## config.mk

```make
export PLATFORM = sky130hd
export DESIGN_NAME = vga_timing_gen
export DESIGN_NICKNAME = d
export VERILOG_FILES = /design/src/rtl/vga_timing_gen.sv
export SDC_FILE = /design/constraint.sdc
export NUM_CORES = 1
export LEC_CHECK = 0
export BUFFER_PORTS_ARGS = -buffer_cell sky130_fd_sc_hd__buf_4
export CAP_MARGIN = 20
export CORE_MARGIN = 2
export CORE_UTILIZATION = 60
export CTS_CLUSTER_DIAMETER = 150
export DETAILED_ROUTE_END_ITERATION = 8
export HOLD_SLACK_MARGIN = 0.02
export PLACE_DENSITY = 0.93
export SETUP_SLACK_MARGIN = 0.3
export SLEW_MARGIN = 20
export SYNTH_ARGS = -nofsm -noshare
export SYNTH_HDL_FRONTEND = slang
export SYNTH_SLANG_ARGS = --single-unit
```

## constraint.sdc

```tcl
create_clock -name dclk -period 6.2 [get_ports dclk]
set_input_delay 0.62 -clock dclk [delete_from_list [all_inputs] [get_ports dclk]]
set_output_delay 0.62 -clock dclk [all_outputs]
set_load 0.01 [all_outputs]
```

## src/rtl/vga_timing_gen.sv

```systemverilog
// VGA raster timing generator: sync, active-area coordinates and frame/line strobes.
// Optional completed-frame counter is enabled by defining VGA_TIMING_FRAME_CNT_EN.
module vga_timing_gen #(
    parameter int   H_ACTIVE = 640,
    parameter int   H_FP     = 16,
    parameter int   H_SYNC   = 96,
    parameter int   H_BP     = 48,
    parameter int   V_ACTIVE = 480,
    parameter int   V_FP     = 10,
    parameter int   V_SYNC   = 2,
    parameter int   V_BP     = 29,
    parameter logic H_POL    = 1'b0,
    parameter logic V_POL    = 1'b0,
    parameter int   CW       = 11
) (
    input  logic          dclk,
    input  logic          clr,
    input  logic          pix_ce,
    output logic          hsync,
    output logic          vsync,
    output logic [CW-1:0] x_pixel,
    output logic [CW-1:0] y_pixel,
    output logic          vid_enable,
    output logic          line_start,
    output logic          frame_start,
    output logic [15:0]   frame_count
);

    localparam int H_TOTAL = H_SYNC + H_BP + H_ACTIVE + H_FP;
    localparam int V_TOTAL = V_SYNC + V_BP + V_ACTIVE + V_FP;

    // CW must hold H_TOTAL-1 and V_TOTAL-1; the casts below truncate otherwise.
    localparam logic [CW-1:0] H_LAST   = CW'(H_TOTAL - 1);
    localparam logic [CW-1:0] V_LAST   = CW'(V_TOTAL - 1);
    localparam logic [CW-1:0] H_SYNC_C = CW'(H_SYNC);
    localparam logic [CW-1:0] V_SYNC_C = CW'(V_SYNC);
    localparam logic [CW-1:0] H_A0     = CW'(H_SYNC + H_BP);
    localparam logic [CW-1:0] H_A1     = CW'(H_SYNC + H_BP + H_ACTIVE - 1);
    localparam logic [CW-1:0] V_A0     = CW'(V_SYNC + V_BP);
    localparam logic [CW-1:0] V_A1     = CW'(V_SYNC + V_BP + V_ACTIVE - 1);

    logic [CW-1:0] hc_q, hc_d;
    logic [CW-1:0] vc_q, vc_d;
    logic          hsync_q, hsync_d;
    logic          vsync_q, vsync_d;
    logic [CW-1:0] x_pixel_q, x_pixel_d;
    logic [CW-1:0] y_pixel_q, y_pixel_d;
    logic          vid_enable_q, vid_enable_d;
    logic          line_start_q, line_start_d;
    logic          frame_start_q, frame_start_d;
    logic          h_act, v_act;

    always_comb begin
        hc_d          = hc_q;
        vc_d          = vc_q;
        hsync_d       = hsync_q;
        vsync_d       = vsync_q;
        x_pixel_d     = x_pixel_q;
        y_pixel_d     = y_pixel_q;
        vid_enable_d  = vid_enable_q;
        line_start_d  = 1'b0;
        frame_start_d = 1'b0;
        h_act         = (hc_q >= H_A0) && (hc_q <= H_A1);
        v_act         = (vc_q >= V_A0) && (vc_q <= V_A1);

        if (pix_ce) begin
            // Outputs reflect the counter values present before this advance.
            hsync_d       = (hc_q < H_SYNC_C) ? H_POL : ~H_POL;
            vsync_d       = (vc_q < V_SYNC_C) ? V_POL : ~V_POL;
            vid_enable_d  = h_act && v_act;
            x_pixel_d     = (h_act && v_act) ? (hc_q - H_A0) : '0;
            y_pixel_d     = (h_act && v_act) ? (vc_q - V_A0) : '0;
            line_start_d  = (hc_q == '0);
            frame_start_d = (hc_q == '0) && (vc_q == '0);

            if (hc_q == H_LAST) begin
                hc_d = '0;
                vc_d = (vc_q == V_LAST) ? '0 : vc_q + 1'b1;
            end else begin
                hc_d = hc_q + 1'b1;
            end
        end
    end

    always_ff @(posedge dclk or posedge clr) begin
        if (clr) begin
            hc_q          <= '0;
            vc_q          <= '0;
            hsync_q       <= ~H_POL;
            vsync_q       <= ~V_POL;
            x_pixel_q     <= '0;
            y_pixel_q     <= '0;
            vid_enable_q  <= 1'b0;
            line_start_q  <= 1'b0;
            frame_start_q <= 1'b0;
        end else begin
            hc_q          <= hc_d;
            vc_q          <= vc_d;
            hsync_q       <= hsync_d;
            vsync_q       <= vsync_d;
            x_pixel_q     <= x_pixel_d;
            y_pixel_q     <= y_pixel_d;
            vid_enable_q  <= vid_enable_d;
            line_start_q  <= line_start_d;
            frame_start_q <= frame_start_d;
        end
    end

    assign hsync       = hsync_q;
    assign vsync       = vsync_q;
    assign x_pixel     = x_pixel_q;
    assign y_pixel     = y_pixel_q;
    assign vid_enable  = vid_enable_q;
    assign line_start  = line_start_q;
    assign frame_start = frame_start_q;

`ifdef VGA_TIMING_FRAME_CNT_EN
    logic [15:0] frame_count_q, frame_count_d;
    logic        armed_q, armed_d;

    // The first frame_start after reset begins a frame rather than completing one.
    always_comb begin
        armed_d       = armed_q | pix_ce;
        frame_count_d = frame_count_q;
        if (pix_ce && armed_q && (hc_q == '0) && (vc_q == '0))
            frame_count_d = frame_count_q + 16'd1;
    end

    always_ff @(posedge dclk or posedge clr) begin
        if (clr) begin
            frame_count_q <= '0;
            armed_q       <= 1'b0;
        end else begin
            frame_count_q <= frame_count_d;
            armed_q       <= armed_d;
        end
    end

    assign frame_count = frame_count_q;
`else
    assign frame_count = '0;
`endif

endmodule

```

==> results.md <==
- Crit-path cells: ha_1 > and4_1 > a211oi_1 > nand4b_1 > o32ai_1
- Clock buffer depth: 2
- Fillers: between 300 and 400
- Final Hold Viols: 0
- Met1 usage in global routing: a little under a third
- Pwr/cell area: 325 nW/um^2
- Routed Antenna Nets: 0
- Overall Global Routing Usage: 22.7%
- Antenna diode count: 0
- R2r worst-path depth: 5
- CTS Root Cell: clkbuf_8
- I/O pin count: 46
- Setup TNS Final: 0 ps
- Synthesis Warnings: 0
- Worst endpoint required time: 6390 ps
- Syn avg cell area: 9.52 sq um
- Critical R2R Launch: vc_q[0]$_DFFE_PP0P_
- Detailed Routing Iterations Pass 1: 5
- Main synth FF type: dfrtp_1
- Synth top area share: 43.2%
- Grt total ovfl: 0
- Vias/cell: about 5.8
- Synthesized instance count: 286
- RSZ-0062 raised after global routing: no
- Distinct cell type count after synthesis: 39
- Leak pwr: approximately 1.3 nW
- CP max-delay cell: nand4b_1
- Row Count: 24
- GPL Wtd Cong: 0.845
- R2R Setup Slk: around 3300 ps
- GR Util met3: 5.49%
- TritonCTS Buffers: 5
- DP Wirelength: 3510 um
- CTS sink cnt: 49
- Register area share after synthesis: 45.1%
- Initial Utilization: between 60% and 70%
- Core ar.: roughly 4400 sq um
- Min Tclk post-route: 2910 ps
- Synth Register Bits: 49
- Worst Skew: 6.02 ps
- CTS clk-pin slew, worst paths: 90 ps
- # resized after CTS: 0
- R2R Path End: x_pixel[1]$_DFFE_PP0P_
- IR drop worst, VDD: 0.209 mV
- Die W: 71.3 um
- Die height: 71.3 um
- CTS tree: yes
- First-pass GRT wire length: roughly 9100 um
- Slew @ Worst Pin: 1020 ps
- Vias in the first global route: approximately 1900
- Area delta synth->final: 7.77%
- Most common cell after layout, fill and taps aside: dfrtp_1
- Via Count: approximately 2000
- CP Launch Type: register
- Endpoints failing setup: 0
- # DRC: 0
- Largest fanout on the critical path: 23
- GRT met2 Usage: 34.9%
- F_max: 0.343 GHz
- Post-Route WL: roughly 5200 um
- Routed length per instance: 14.9 um
- Busiest metal layer after global routing: met2
- CP Capture Type: register
- Clk_lat worst skew: between 300 and 400 ps
- Worst slew margin: 31.9%
- Cell taking the most area after synthesis: dfrtp_1
- Die ar.: 5090 sq um
- Status: finished clean
- Hold_buf cts: 0
- DRT iter0 DRCs: 143
- Fin cells: between 300 and 400
- Post-synth EDFFs: 0
- Buffers on Ports: 29
- Initial antenna violation count: 0
- Max incr delay on CP: 880 ps
- Most frequent cells in the layout: dfrtp_1, inv_1, buf_4, o32ai_1, xnor2_1
- Max-cap viol count: 0
- Cell Area, Synth: approximately 2700 sq um
- Crit path kind: register to register
- HP Class: primary input to async pin
- Multi-input gate area: about 1200 sq um
- Nets: 311
- Area taken by flip-flops and latches: 1230 sq um
- Worst Path Arrival: 3110 ps
- CTS HTree Levels: 2
- Ys async rst share: 100%
- Fin. max-slew vios: 0
- Fin crit share: 47.0%
- Layout cells sized above 1: 13.7%
- Post-CTS setup buffer count: 0
- DP Cell Count: 344
- Top area cells in the synthesized netlist: dfrtp_1, o32ai_1, xnor2_1
- Pin count of the biggest net entering global routing: 50
critical path: cells and delay by family (launching register included):
kind	cells	cell delay, ps
fa+ha+maj	1	310
simple gates	2	1250
compound gates	2	690
flops	1	540
report_power, final:
part	leakage (nW)	total, W	internal (W)	switching, W
clock network	0.0455	0.000195	0.0000911	0.000104
registers	0.649	0.000459	0.000385	0.0000736
logic	0.651	0.000300	0.000135	0.000165
how the worst max path moves through the flow:
stage,startpoint,endpoint,slack [ps],cells after the start
after detailed placement,vc_q[0]$_DFFE_PP0P_,y_pixel[1]$_DFFE_PP0P_,3350,5
final,vc_q[0]$_DFFE_PP0P_,x_pixel[1]$_DFFE_PP0P_,3290,5
after CTS,vc_q[0]$_DFFE_PP0P_,x_pixel[1]$_DFFE_PP0P_,3330,5
after global routing,vc_q[0]$_DFFE_PP0P_,x_pixel[1]$_DFFE_PP0P_,2960,5
after global placement,vc_q[0]$_DFFE_PP0P_,x_pixel[1]$_DFFE_PP0P_,3540,5
after floorplan,vc_q[6]$_DFFE_PP0P_,vc_q[5]$_DFFE_PP0P_,4130,6
cells by family (layout without fill, tap and decap cells):
| kind of cell | after synthesis | in the layout | share of synthesized area (%) |
|---|---|---|---|
| simple gates | 83 | 83 | 16.8 |
| flops | 49 | 49 | 45.1 |
| buf+inv | 74 | 73 | 13.0 |
| other cells | 1 | 16 | 0.138 |
| xor+xnor | 26 | 26 | 8.37 |
| mux | 2 | 2 | 0.736 |
| compound gates | 42 | 42 | 11.7 |
| fa+ha+maj | 9 | 9 | 4.14 |
metal layers:
metal / part of all wire (%) / up-vias
li1: - / 969
met1: 44 / 965
met2: 47 / 94
met3: 7.2 / 8
met4: 1.9 / 0
met5: 0 / -
through the flow:
step | total power (W) | cell area [sq um] | hold slack (ps) | util (%) | worst slack (ps)
final | 0.000954 | 2930 | 437 | 67.4 | 3290
after global routing | 0.00102 | 2930 | 500 | 67.4 | 2960
after CTS | 0.000956 | 2930 | 494 | 67.3 | 3330
after detailed placement | 0.000762 | 2840 | 483 | 65.3 | 3350
after global placement | 0.000750 | 2840 | 487 | 65.3 | 3540
after floorplan | 0.000662 | 2780 | 490 | - | 4130
area by class of cell:
cell class | count | area share [%]
flip-flops and latches | 49 | 41.9
inverters | 36 | 4.65
repair buffers | 29 | 7.42
clock buffers | 8 | 3.07
multi-input cells | 178 | 40.7
well taps | 52 | 2.22
flip-flops by register name (all words and copies together) (netlist names):
name and count:
hsync 1, frame_start 1, y_pixel 11, vc_q 11, x_pixel 11, vid_enable 1, vsync 1, hc_q 11
line_start 1
synth_stat cells (4+ instances only):
| library cell | instances |
|---|---|
| dfrtp_1 | 47 |
| inv_1 | 36 |
| o32ai_1 | 22 |
| xnor2_1 | 21 |
| nor2_1 | 20 |
| clkbuf_1 | 19 |
| buf_4 | 16 |
| nand2_1 | 15 |
| nand3_1 | 11 |
| ha_1 | 9 |
| nand4_1 | 7 |
| a21oi_1 | 5 |
| a31oi_1 | 5 |
| and4_1 | 5 |
| xor2_1 | 5 |
| and2_1 | 4 |
(Power assumes the default switching activity.)
